`src/rtl/risc_mips_pkg.sv`:
```
// Shared ISA definitions for the five-stage MIPS-like pipeline: opcodes,
// instruction classes, field positions and the operand-forwarding selector.
package risc_mips_pkg;

   localparam logic [5:0] OpAdd   = 6'b000000;
   localparam logic [5:0] OpSub   = 6'b000001;
   localparam logic [5:0] OpAnd   = 6'b000010;
   localparam logic [5:0] OpOr    = 6'b000011;
   localparam logic [5:0] OpSlt   = 6'b000100;
   localparam logic [5:0] OpMul   = 6'b000101;
   localparam logic [5:0] OpLw    = 6'b001000;
   localparam logic [5:0] OpSw    = 6'b001001;
   localparam logic [5:0] OpAddi  = 6'b001010;
   localparam logic [5:0] OpSubi  = 6'b001011;
   localparam logic [5:0] OpSlti  = 6'b001100;
   localparam logic [5:0] OpBneqz = 6'b001101;
   localparam logic [5:0] OpBeqz  = 6'b001110;
   localparam logic [5:0] OpHlt   = 6'b111111;

   // Instruction word field positions
   localparam int unsigned OpcodeHi = 31;
   localparam int unsigned OpcodeLo = 26;
   localparam int unsigned RsLo     = 21;
   localparam int unsigned RtLo     = 16;
   localparam int unsigned RdLo     = 11;
   localparam int unsigned ImmHi    = 15;
   localparam int unsigned ImmLo    = 0;

   // NOP is first so an all-zero pipeline register decodes as a bubble
   typedef enum logic [2:0] {
      NOP,
      RR_ALU,
      RM_ALU,
      LOAD,
      STORE,
      BRANCH,
      HALT
   } itype_e;

   typedef enum logic [1:0] {
      FwdNone,
      FwdExMem,
      FwdMemWb
   } fwd_e;

   function automatic itype_e decode_itype(input logic [5:0] op);
      itype_e t;
      case (op)
         OpAdd, OpSub, OpAnd, OpOr, OpSlt, OpMul: t = RR_ALU;
         OpAddi, OpSubi, OpSlti:                  t = RM_ALU;
         OpLw:                                    t = LOAD;
         OpSw:                                    t = STORE;
         OpBneqz, OpBeqz:                         t = BRANCH;
         OpHlt:                                   t = HALT;
         default:                                 t = NOP;
      endcase
      return t;
   endfunction

endpackage

```
`src/rtl/risc_mips_pipe_if.sv`:
```
// Instruction and data memory bus of the pipeline. The core is the master,
// the memories are the slave; both memories answer combinationally.
interface risc_mips_pipe_if #(
   parameter int unsigned XLEN = 32,
   parameter int unsigned AW   = 10
);
   logic [AW-1:0]   imem_addr;
   logic [31:0]     imem_rdata;
   logic [AW-1:0]   dmem_addr;
   logic [XLEN-1:0] dmem_wdata;
   logic            dmem_we;
   logic [XLEN-1:0] dmem_rdata;

   modport master (
      output imem_addr,
      input  imem_rdata,
      output dmem_addr,
      output dmem_wdata,
      output dmem_we,
      input  dmem_rdata
   );

   modport slave (
      input  imem_addr,
      output imem_rdata,
      input  dmem_addr,
      input  dmem_wdata,
      input  dmem_we,
      output dmem_rdata
   );
endinterface

```
`src/rtl/risc_mips_hazard.sv`:
```
// Combinational hazard unit: EX operand forwarding selects, load-use stall
// and taken-branch flush.
module risc_mips_hazard
   import risc_mips_pkg::*;
#(
   parameter int unsigned RIW = 5
) (
   input  logic [RIW-1:0] id_rs,
   input  logic [RIW-1:0] id_rt,
   input  logic           id_use_rs,
   input  logic           id_use_rt,
   input  logic           ex_load,
   input  logic           ex_wr,
   input  logic [RIW-1:0] ex_dst,
   input  logic [RIW-1:0] ex_rs,
   input  logic [RIW-1:0] ex_rt,
   input  logic           mem_wr,
   input  logic [RIW-1:0] mem_dst,
   input  logic           wb_wr,
   input  logic [RIW-1:0] wb_dst,
   input  logic           ex_taken,
   output fwd_e           fwd_a,
   output fwd_e           fwd_b,
   output logic           stall,
   output logic           flush
);

   // Forward selects; the EX/MEM result is younger, so it wins over MEM/WB
   always_comb begin
      fwd_a = FwdNone;
      fwd_b = FwdNone;
      if (mem_wr && (mem_dst == ex_rs)) begin
         fwd_a = FwdExMem;
      end else if (wb_wr && (wb_dst == ex_rs)) begin
         fwd_a = FwdMemWb;
      end
      if (mem_wr && (mem_dst == ex_rt)) begin
         fwd_b = FwdExMem;
      end else if (wb_wr && (wb_dst == ex_rt)) begin
         fwd_b = FwdMemWb;
      end
   end

   // Load-use stall and branch flush; a taken branch in EX is never a load
   always_comb begin
      flush = ex_taken;
      stall = !ex_taken && ex_load && ex_wr &&
              ((id_use_rs && (id_rs == ex_dst)) || (id_use_rt && (id_rt == ex_dst)));
   end

endmodule

```
`src/rtl/risc_mips_pipe.sv`:
```
// Five-stage (IF/ID/EX/MEM/WB) MIPS-like core with full forwarding,
// single-bubble load-use stall, EX-resolved branches and a sticky halt.
module risc_mips_pipe
   import risc_mips_pkg::*;
#(
   parameter int unsigned XLEN = 32,
   parameter int unsigned NREG = 32,
   parameter int unsigned AW   = 10
) (
   input  logic             CLK,
   input  logic             RST,
   risc_mips_pipe_if.master bus,
   output logic             halted,
   output logic [AW-1:0]    pc_out,
   input  logic [4:0]       dbg_rsel,
   output logic [XLEN-1:0]  dbg_rdata
);

   localparam int unsigned RIW = $clog2(NREG);

   typedef struct packed {
      logic          valid;
      logic [31:0]   instr;
      logic [AW-1:0] npc;
   } ifid_t;

   typedef struct packed {
      itype_e          itype;
      logic [5:0]      opcode;
      logic [RIW-1:0]  rs;
      logic [RIW-1:0]  rt;
      logic [RIW-1:0]  dst;
      logic            wr;
      logic [XLEN-1:0] a;
      logic [XLEN-1:0] b;
      logic [XLEN-1:0] imm;
      logic [AW-1:0]   npc;
   } idex_t;

   typedef struct packed {
      itype_e          itype;
      logic            wr;
      logic [RIW-1:0]  dst;
      logic [XLEN-1:0] alu;
      logic [XLEN-1:0] sdata;
   } exmem_t;

   typedef struct packed {
      itype_e          itype;
      logic            wr;
      logic [RIW-1:0]  dst;
      logic [XLEN-1:0] result;
   } memwb_t;

   localparam ifid_t  IfidBubble  = '{default: '0};
   localparam idex_t  IdexBubble  = '{itype: NOP, default: '0};
   localparam exmem_t ExmemBubble = '{itype: NOP, default: '0};
   localparam memwb_t MemwbBubble = '{itype: NOP, default: '0};

   logic [AW-1:0]   pc_q, pc_d;
   ifid_t           ifid_q, ifid_d;
   idex_t           idex_q, idex_d;
   exmem_t          exmem_q, exmem_d;
   memwb_t          memwb_q, memwb_d;
   logic            stop_q, stop_d;
   logic            halted_q;
   logic [XLEN-1:0] regs_q [NREG];

   // ID stage signals
   logic [5:0]      id_op;
   logic [RIW-1:0]  id_rs, id_rt, id_rd, id_dst;
   itype_e          id_itype;
   logic            id_wr, id_use_rs, id_use_rt, id_is_hlt;
   logic [XLEN-1:0] id_a, id_b, id_imm;
   idex_t           id_dec;

   // EX / MEM / WB stage signals
   fwd_e            fwd_a, fwd_b;
   logic            stall, flush;
   logic [XLEN-1:0] ex_a, ex_b, ex_op2, ex_alu;
   logic            ex_taken;
   logic [AW-1:0]   ex_target;
   logic [XLEN-1:0] mem_result;
   logic [XLEN-1:0] wb_data;
   logic [RIW-1:0]  dbg_idx;

   assign wb_data = memwb_q.result;

   assign id_op  = ifid_q.instr[OpcodeHi:OpcodeLo];
   assign id_rs  = ifid_q.instr[RsLo +: RIW];
   assign id_rt  = ifid_q.instr[RtLo +: RIW];
   assign id_rd  = ifid_q.instr[RdLo +: RIW];
   assign id_imm = XLEN'($signed(ifid_q.instr[ImmHi:ImmLo]));

   // Decode the ID instruction: class, destination and which sources it reads
   always_comb begin
      id_itype  = ifid_q.valid ? decode_itype(id_op) : NOP;
      id_dst    = '0;
      id_use_rs = 1'b0;
      id_use_rt = 1'b0;
      case (id_itype)
         RR_ALU: begin
            id_dst    = id_rd;
            id_use_rs = 1'b1;
            id_use_rt = 1'b1;
         end
         RM_ALU, LOAD: begin
            id_dst    = id_rt;
            id_use_rs = 1'b1;
         end
         STORE: begin
            id_use_rs = 1'b1;
            id_use_rt = 1'b1;
         end
         BRANCH:  id_use_rs = 1'b1;
         default: ;
      endcase
      id_wr     = (id_dst != '0);
      id_is_hlt = (id_itype == HALT);
   end

   // Register read with write-through from the WB stage; R0 is never written
   always_comb begin
      id_a = (memwb_q.wr && (memwb_q.dst == id_rs)) ? wb_data : regs_q[id_rs];
      id_b = (memwb_q.wr && (memwb_q.dst == id_rt)) ? wb_data : regs_q[id_rt];
   end

   // Assemble the ID/EX payload
   always_comb begin
      id_dec        = IdexBubble;
      id_dec.itype  = id_itype;
      id_dec.opcode = id_op;
      id_dec.rs     = id_rs;
      id_dec.rt     = id_rt;
      id_dec.dst    = id_dst;
      id_dec.wr     = id_wr;
      id_dec.a      = id_a;
      id_dec.b      = id_b;
      id_dec.imm    = id_imm;
      id_dec.npc    = ifid_q.npc;
   end

   risc_mips_hazard #(
      .RIW (RIW)
   ) u_hazard (
      .id_rs     (id_rs),
      .id_rt     (id_rt),
      .id_use_rs (id_use_rs),
      .id_use_rt (id_use_rt),
      .ex_load   (idex_q.itype == LOAD),
      .ex_wr     (idex_q.wr),
      .ex_dst    (idex_q.dst),
      .ex_rs     (idex_q.rs),
      .ex_rt     (idex_q.rt),
      .mem_wr    (exmem_q.wr),
      .mem_dst   (exmem_q.dst),
      .wb_wr     (memwb_q.wr),
      .wb_dst    (memwb_q.dst),
      .ex_taken  (ex_taken),
      .fwd_a     (fwd_a),
      .fwd_b     (fwd_b),
      .stall     (stall),
      .flush     (flush)
   );

   // EX operand muxes
   always_comb begin
      case (fwd_a)
         FwdExMem: ex_a = exmem_q.alu;
         FwdMemWb: ex_a = wb_data;
         default:  ex_a = idex_q.a;
      endcase
      case (fwd_b)
         FwdExMem: ex_b = exmem_q.alu;
         FwdMemWb: ex_b = wb_data;
         default:  ex_b = idex_q.b;
      endcase
      ex_op2 = (idex_q.itype == RR_ALU) ? ex_b : idex_q.imm;
   end

   // ALU and branch resolution; loads and stores compute rs + imm
   always_comb begin
      case (idex_q.opcode)
         OpAdd, OpAddi, OpLw, OpSw: ex_alu = ex_a + ex_op2;
         OpSub, OpSubi:             ex_alu = ex_a - ex_op2;
         OpAnd:                     ex_alu = ex_a & ex_op2;
         OpOr:                      ex_alu = ex_a | ex_op2;
         OpSlt, OpSlti:             ex_alu = XLEN'($signed(ex_a) < $signed(ex_op2));
         OpMul:                     ex_alu = ex_a * ex_op2;
         default:                   ex_alu = '0;
      endcase
      ex_taken  = (idex_q.itype == BRANCH) &&
                  ((idex_q.opcode == OpBeqz) ? (ex_a == '0) : (ex_a != '0));
      ex_target = idex_q.npc + idex_q.imm[AW-1:0];
   end

   // MEM stage: data memory access
   always_comb begin
      mem_result     = (exmem_q.itype == LOAD) ? bus.dmem_rdata : exmem_q.alu;
      bus.dmem_addr  = exmem_q.alu[AW-1:0];
      bus.dmem_wdata = exmem_q.sdata;
      bus.dmem_we    = (exmem_q.itype == STORE);
      bus.imem_addr  = pc_q;
   end

   // Next-state of PC and pipeline registers: flush beats stall beats halt
   always_comb begin
      pc_d   = pc_q;
      ifid_d = ifid_q;
      idex_d = id_dec;
      stop_d = stop_q;

      exmem_d       = ExmemBubble;
      exmem_d.itype = idex_q.itype;
      exmem_d.wr    = idex_q.wr;
      exmem_d.dst   = idex_q.dst;
      exmem_d.alu   = ex_alu;
      exmem_d.sdata = ex_b;

      memwb_d        = MemwbBubble;
      memwb_d.itype  = exmem_q.itype;
      memwb_d.wr     = exmem_q.wr;
      memwb_d.dst    = exmem_q.dst;
      memwb_d.result = mem_result;

      if (flush) begin
         pc_d   = ex_target;
         ifid_d = IfidBubble;
         idex_d = IdexBubble;
      end else if (stall) begin
         idex_d = IdexBubble;
      end else if (stop_q || id_is_hlt) begin
         // HLT has been decoded: stop fetching and hold PC
         ifid_d = IfidBubble;
         stop_d = 1'b1;
      end else begin
         pc_d         = pc_q + AW'(1);
         ifid_d.valid = 1'b1;
         ifid_d.instr = bus.imem_rdata;
         ifid_d.npc   = pc_q + AW'(1);
      end
   end

   // Pipeline registers, PC and halt flag; everything freezes once halted
   always_ff @(posedge CLK or posedge RST) begin
      if (RST) begin
         pc_q     <= '0;
         ifid_q   <= IfidBubble;
         idex_q   <= IdexBubble;
         exmem_q  <= ExmemBubble;
         memwb_q  <= MemwbBubble;
         stop_q   <= 1'b0;
         halted_q <= 1'b0;
      end else if (!halted_q) begin
         pc_q     <= pc_d;
         ifid_q   <= ifid_d;
         idex_q   <= idex_d;
         exmem_q  <= exmem_d;
         memwb_q  <= memwb_d;
         stop_q   <= stop_d;
         halted_q <= (memwb_q.itype == HALT);
      end
   end

   // Register file write from WB
   always_ff @(posedge CLK or posedge RST) begin
      if (RST) begin
         for (int unsigned i = 0; i < NREG; i++) begin
            regs_q[i] <= '0;
         end
      end else if (!halted_q && memwb_q.wr) begin
         regs_q[memwb_q.dst] <= wb_data;
      end
   end

   // Debug read port
   always_comb begin
      dbg_idx   = dbg_rsel[RIW-1:0];
      dbg_rdata = (dbg_idx == '0) ? '0 : regs_q[dbg_idx];
   end

   assign halted = halted_q;
   assign pc_out = pc_q;

endmodule

```
`src/flat_wrapper.sv`:
```
// flat-port wrapper written by rule: the top's interface ports become plain ports
module risc_mips_pipe_flat import risc_mips_pkg::*;
#(
   parameter int unsigned XLEN = 32,
   parameter int unsigned NREG = 32,
   parameter int unsigned AW   = 10
)
  (CLK, RST, halted, pc_out, dbg_rsel, dbg_rdata, bus_imem_addr, bus_imem_rdata, bus_dmem_addr, bus_dmem_wdata, bus_dmem_we, bus_dmem_rdata);
  risc_mips_pipe_if #(.XLEN(XLEN), .AW(AW)) bus_i ();
  input  logic CLK;
  input  logic RST;
  output logic halted;
  output logic [AW-1:0] pc_out;
  input  logic [4:0] dbg_rsel;
  output logic [XLEN-1:0] dbg_rdata;
  output wire logic [$bits(bus_i.imem_addr)-1:0] bus_imem_addr;
  input wire logic [$bits(bus_i.imem_rdata)-1:0] bus_imem_rdata;
  output wire logic [$bits(bus_i.dmem_addr)-1:0] bus_dmem_addr;
  output wire logic [$bits(bus_i.dmem_wdata)-1:0] bus_dmem_wdata;
  output wire logic [$bits(bus_i.dmem_we)-1:0] bus_dmem_we;
  input wire logic [$bits(bus_i.dmem_rdata)-1:0] bus_dmem_rdata;
  assign bus_imem_addr = bus_i.imem_addr;
  assign bus_i.imem_rdata = bus_imem_rdata;
  assign bus_dmem_addr = bus_i.dmem_addr;
  assign bus_dmem_wdata = bus_i.dmem_wdata;
  assign bus_dmem_we = bus_i.dmem_we;
  assign bus_i.dmem_rdata = bus_dmem_rdata;
  risc_mips_pipe #(.XLEN(XLEN), .NREG(NREG), .AW(AW)) u_core (.CLK(CLK), .RST(RST), .bus(bus_i), .halted(halted), .pc_out(pc_out), .dbg_rsel(dbg_rsel), .dbg_rdata(dbg_rdata));
endmodule
```
`config.mk`:
```
export PLATFORM = sky130hd
export DESIGN_NAME = risc_mips_pipe_flat
export DESIGN_NICKNAME = d
export VERILOG_FILES = /design/src/rtl/risc_mips_pkg.sv /design/src/rtl/risc_mips_pipe_if.sv /design/src/rtl/risc_mips_hazard.sv /design/src/rtl/risc_mips_pipe.sv /design/src/flat_wrapper.sv
export SDC_FILE = /design/constraint.sdc
export NUM_CORES = 2
export LEC_CHECK = 0
export ABC_CLOCK_PERIOD_IN_PS = 55800
export CAP_MARGIN = 15
export CORE_ASPECT_RATIO = 0.5
export CORE_MARGIN = 8
export CORE_UTILIZATION = 35
export CTS_CLUSTER_DIAMETER = 50
export DETAILED_ROUTE_END_ITERATION = 10
export PLACE_DENSITY = 0.47
export SYNTH_ARGS = -nofsm -noshare
export SYNTH_HDL_FRONTEND = slang
export SYNTH_HIERARCHICAL = 1
export SYNTH_SLANG_ARGS = --single-unit
```
`constraint.sdc`:
```
create_clock -name CLK -period 55.8 [get_ports CLK]
set_input_delay 11.16 -clock CLK [delete_from_list [all_inputs] [get_ports CLK]]
set_output_delay 11.16 -clock CLK [all_outputs]
set_load 0.05 [all_outputs]
```
==> flow_metrics.tcl <==
set metrics [dict create \
    status "completed" \
    path_max_fanout 86 \
    timing.setup.tns_ps 0 \
    vias 66226 \
    antenna_found_initial 16 \
    cts-root-buf "clkbuf_16" \
    required_ps 44640 \
    synthArstFlopShare_pct 100 \
    drc 0 \
    synthesis.nets 8257 \
    drt_wl_total_mm 348 \
    start_kind "input port" \
    first_pass_iters 7 \
    cts_tree "yes" \
    dieArea_um2 292000 \
    p_leak_nw 46.6 \
    dr.first_iter.drc_count 6011 \
    grt_max_degree 134 \
    placed_area_um2 101000 \
    nets 8083 \
    ir_drop_v 0.0000401 \
    synthToLayoutAreaGrowth_pct 11.0 \
    fill_cells 25834 \
    cts.reportedPaths.clkPinSlew_ps 60 \
    path_class "input port to output pin" \
    yosys_warnings 6 \
    drive_above_1_share_pct 35.1 \
    cts_hold_buf 0 \
    tightest_slew_ps 1420 \
    finalSetupViolCount 0 \
    dp_hpwl_mm 225 \
    clockBufferDepth 4 \
    die_w_um 756 \
    grt_pass1_wl_mm 506 \
    worst_ep_arrival_time_ps 15880 \
    grt_usage_pct 23.6 \
    globalplace.congestion 0.899 \
    die_h_um 386 \
    grt_overflow_total 0 \
    synthDistinctLibCells 88 \
    cts_sinks 1308 \
    yosys_register_bits 1308 \
    port_buffers 166 \
    finalCritPeriodShare_pct 48.5 \
    numCtsBuffers 163 \
    p_per_area_nw_per_um2 50.3 \
    fin_worst_skew_ps 75.6 \
    hold_viol_final 0 \
    synth_area_per_cell_um2 12.7 \
    grt_pass1_vias 67736 \
    pin_count 167 \
    critPathMaxStageDelay_ps 860 \
    routed_via_density 5.96 \
    htreeDepth 4 \
    final_util_pct 39.2 \
    maxSlewViolCount 0 \
    design_area_um2 106000 \
    synth_edf_count 0 \
    hold_path.class "flip-flop to flip-flop" \
    crit_family "buffers and inverters" \
    worstPathCellList "buf_8, buf_4, buf_4, mux4_2, mux4_2, mux2i_1, nor2_1, clkdlybuf4s50_1" \
    start_util_pct 35.3 \
    post_drt_wl_per_cell_um 31.3 \
    post_cts_buffers 0 \
    max_cap_viol_count 0 \
    syn_inst 7539 \
    relSlewSlack_pct 4.15 \
    yosysSeqAreaShare_pct 34.2 \
    yosys_most_used_dff "dfrtp_1" \
    postRouteAntennaNets 0 \
    core.rowCount 135 \
    clk_latency_ps 830 \
    syn_area_um2 95800 \
    fmax_mhz 37.0 \
    crit_buf_inv 4 \
    grt_setup_unrepaired "false" \
    cts_resized 0 \
    fin_crit_ps 27040 \
    cpMaxStageDelayCell "buf_4" \
    end_kind "output pin" \
    core_um2 271000 \
]
## power by group
part	total [W]	internal [W]	switching, W
Combinational	0.00301	0.00107	0.00194
Sequential	0.00129	0.00109	0.000204
Clock	0.00106	0.000615	0.000441
Total	0.00535	0.00277	0.00258
## layout by cell type, fill, tap and decap left out, types with 89 or more instances in the layout
master / synthesis / routed
nand2_1: 495 / 479
a21oi_1: 176 / 176
clkdlybuf4s50_1: 0 / 161
xnor2_1: 89 / 89
dfrtp_1: 1308 / 1296
o21ai_0: 267 / 253
ha_1: 236 / 235
mux2i_1: 133 / 132
buf_4: 54 / 220
mux4_2: 960 / 960
inv_1: 474 / 473
fa_1: 411 / 411
mux2_2: 1046 / 1046
nor2_1: 512 / 492
clkbuf_16: 0 / 167
## per-layer routing
| layer | GRT usage [%] | share of wire (%) |
|---|---|---|
| met5 | 0 | 0.0032 |
| met1 | 32.7 | 44 |
| met3 | 4.52 | 6.8 |
| met2 | 37.2 | 46 |
| met4 | 8.02 | 3.9 |
## stage by stage
stage | power, W | hold WS, ps | setup WS, ps | std cells
detailed placement | 0.00428 | 439 | 28660 | 10825
floorplan | 0.00320 | 423 | 7770 | 7539
finish | 0.00535 | 453 | 28760 | 11118
CTS | 0.00536 | 458 | 28660 | 11109
global placement | 0.00428 | 435 | 28800 | 10825
global route | 0.00565 | 483 | 28610 | 11114
## sequential cells by signal (all words and copies together), names as in the netlist
name / flops
u_core/bus.imem_addr: 10
u_core/exmem_d: 9
u_core/exmem_q: 31
u_core/halted: 1
u_core/ifid_q: 1
u_core/idex_q: 106
u_core/regs_q: 1024
u_core/id_dec: 42
u_core/bus.dmem_addr: 10
u_core/stop_q: 1
u_core/bus.dmem_wdata: 32
u_core/wb_data: 32
u_core/memwb_q: 9
## final cells by class
| cell class | instances | area [µm²] | area share (%) |
|---|---|---|---|
| sequential | 1308 | 32800 | 30.8 |
| timing repair buffer | 391 | 3420 | 3.21 |
| antenna | 4 | 10.0 | 0.00941 |
| multi-input combinational | 4994 | 58400 | 55.0 |
| inverter | 507 | 1910 | 1.80 |
| clock buffer | 220 | 4610 | 4.33 |
| tap | 3630 | 4540 | 4.27 |
| clock inverter | 64 | 636 | 0.598 |
## worst reg2reg max path: cells and delay by family (launching register included)
kind	cells	cell delay, ps
adder cells (fa/ha/maj)	10	4580
AO/OA/AOI/OAI	10	3260
buffers and inverters	8	1750
AND/OR/NAND/NOR	5	1270
flip-flops	1	680
XOR/XNOR	2	490
## logic make-up after synthesis
kind of cell | count (synthesis) | share of synthesized area (%)
muxes | 2139 | 36.3
DFF | 1308 | 34.2
buffers and inverters | 1237 | 5.14
and+or+nand+nor | 1180 | 5.10
AOI/OAI and AO/OA | 878 | 6.21
adders and majority gates | 647 | 11.7
xor gates and xnor gates | 150 | 1.46
## synth_stat cells (21+ instances only)
cell | count | share of area [%]
dfrtp_1 | 1308 | 34
mux2_2 | 1046 | 12
mux4_2 | 960 | 23
nor2_1 | 512 | 2.0
nand2_1 | 495 | 1.9
clkbuf_1 | 490 | 1.9
inv_1 | 474 | 1.9
fa_1 | 411 | 8.6
o21ai_0 | 267 | 1.4
ha_1 | 236 | 3.1
a21oi_1 | 176 | 0.92
buf_1 | 153 | 0.60
mux2i_1 | 133 | 1.4
xnor2_1 | 89 | 0.81
a22o_1 | 85 | 0.78
buf_4 | 54 | 0.42
xor2_1 | 54 | 0.49
a221o_1 | 46 | 0.48
a22oi_1 | 41 | 0.32
a21o_1 | 35 | 0.27
buf_2 | 27 | 0.14
nand3_1 | 24 | 0.13
o221ai_1 | 21 | 0.19
## path summary, 6_finish.rpt
| check | from | to | slack [ps] | cells after the start |
|---|---|---|---|---|
| setup / recovery | dbg_rsel[1] | dbg_rdata[3] | 28760 | 8 |
| hold / removal | u_core/memwb_q[38] | u_core/halted | 450 | 1 |
| setup reg to reg | u_core/memwb_q[36] | u_core/exmem_q[58] | 43610 | 35 |
| hold reg to reg | u_core/memwb_q[38] | u_core/halted | 450 | 1 |
| max in group asynchronous | RST | u_core/regs_q[721] | 40180 | 8 |
| min in group asynchronous | RST | u_core/idex_q[9] | 10820 | 2 |
Note: power is estimated with default switching activity, not from simulation.
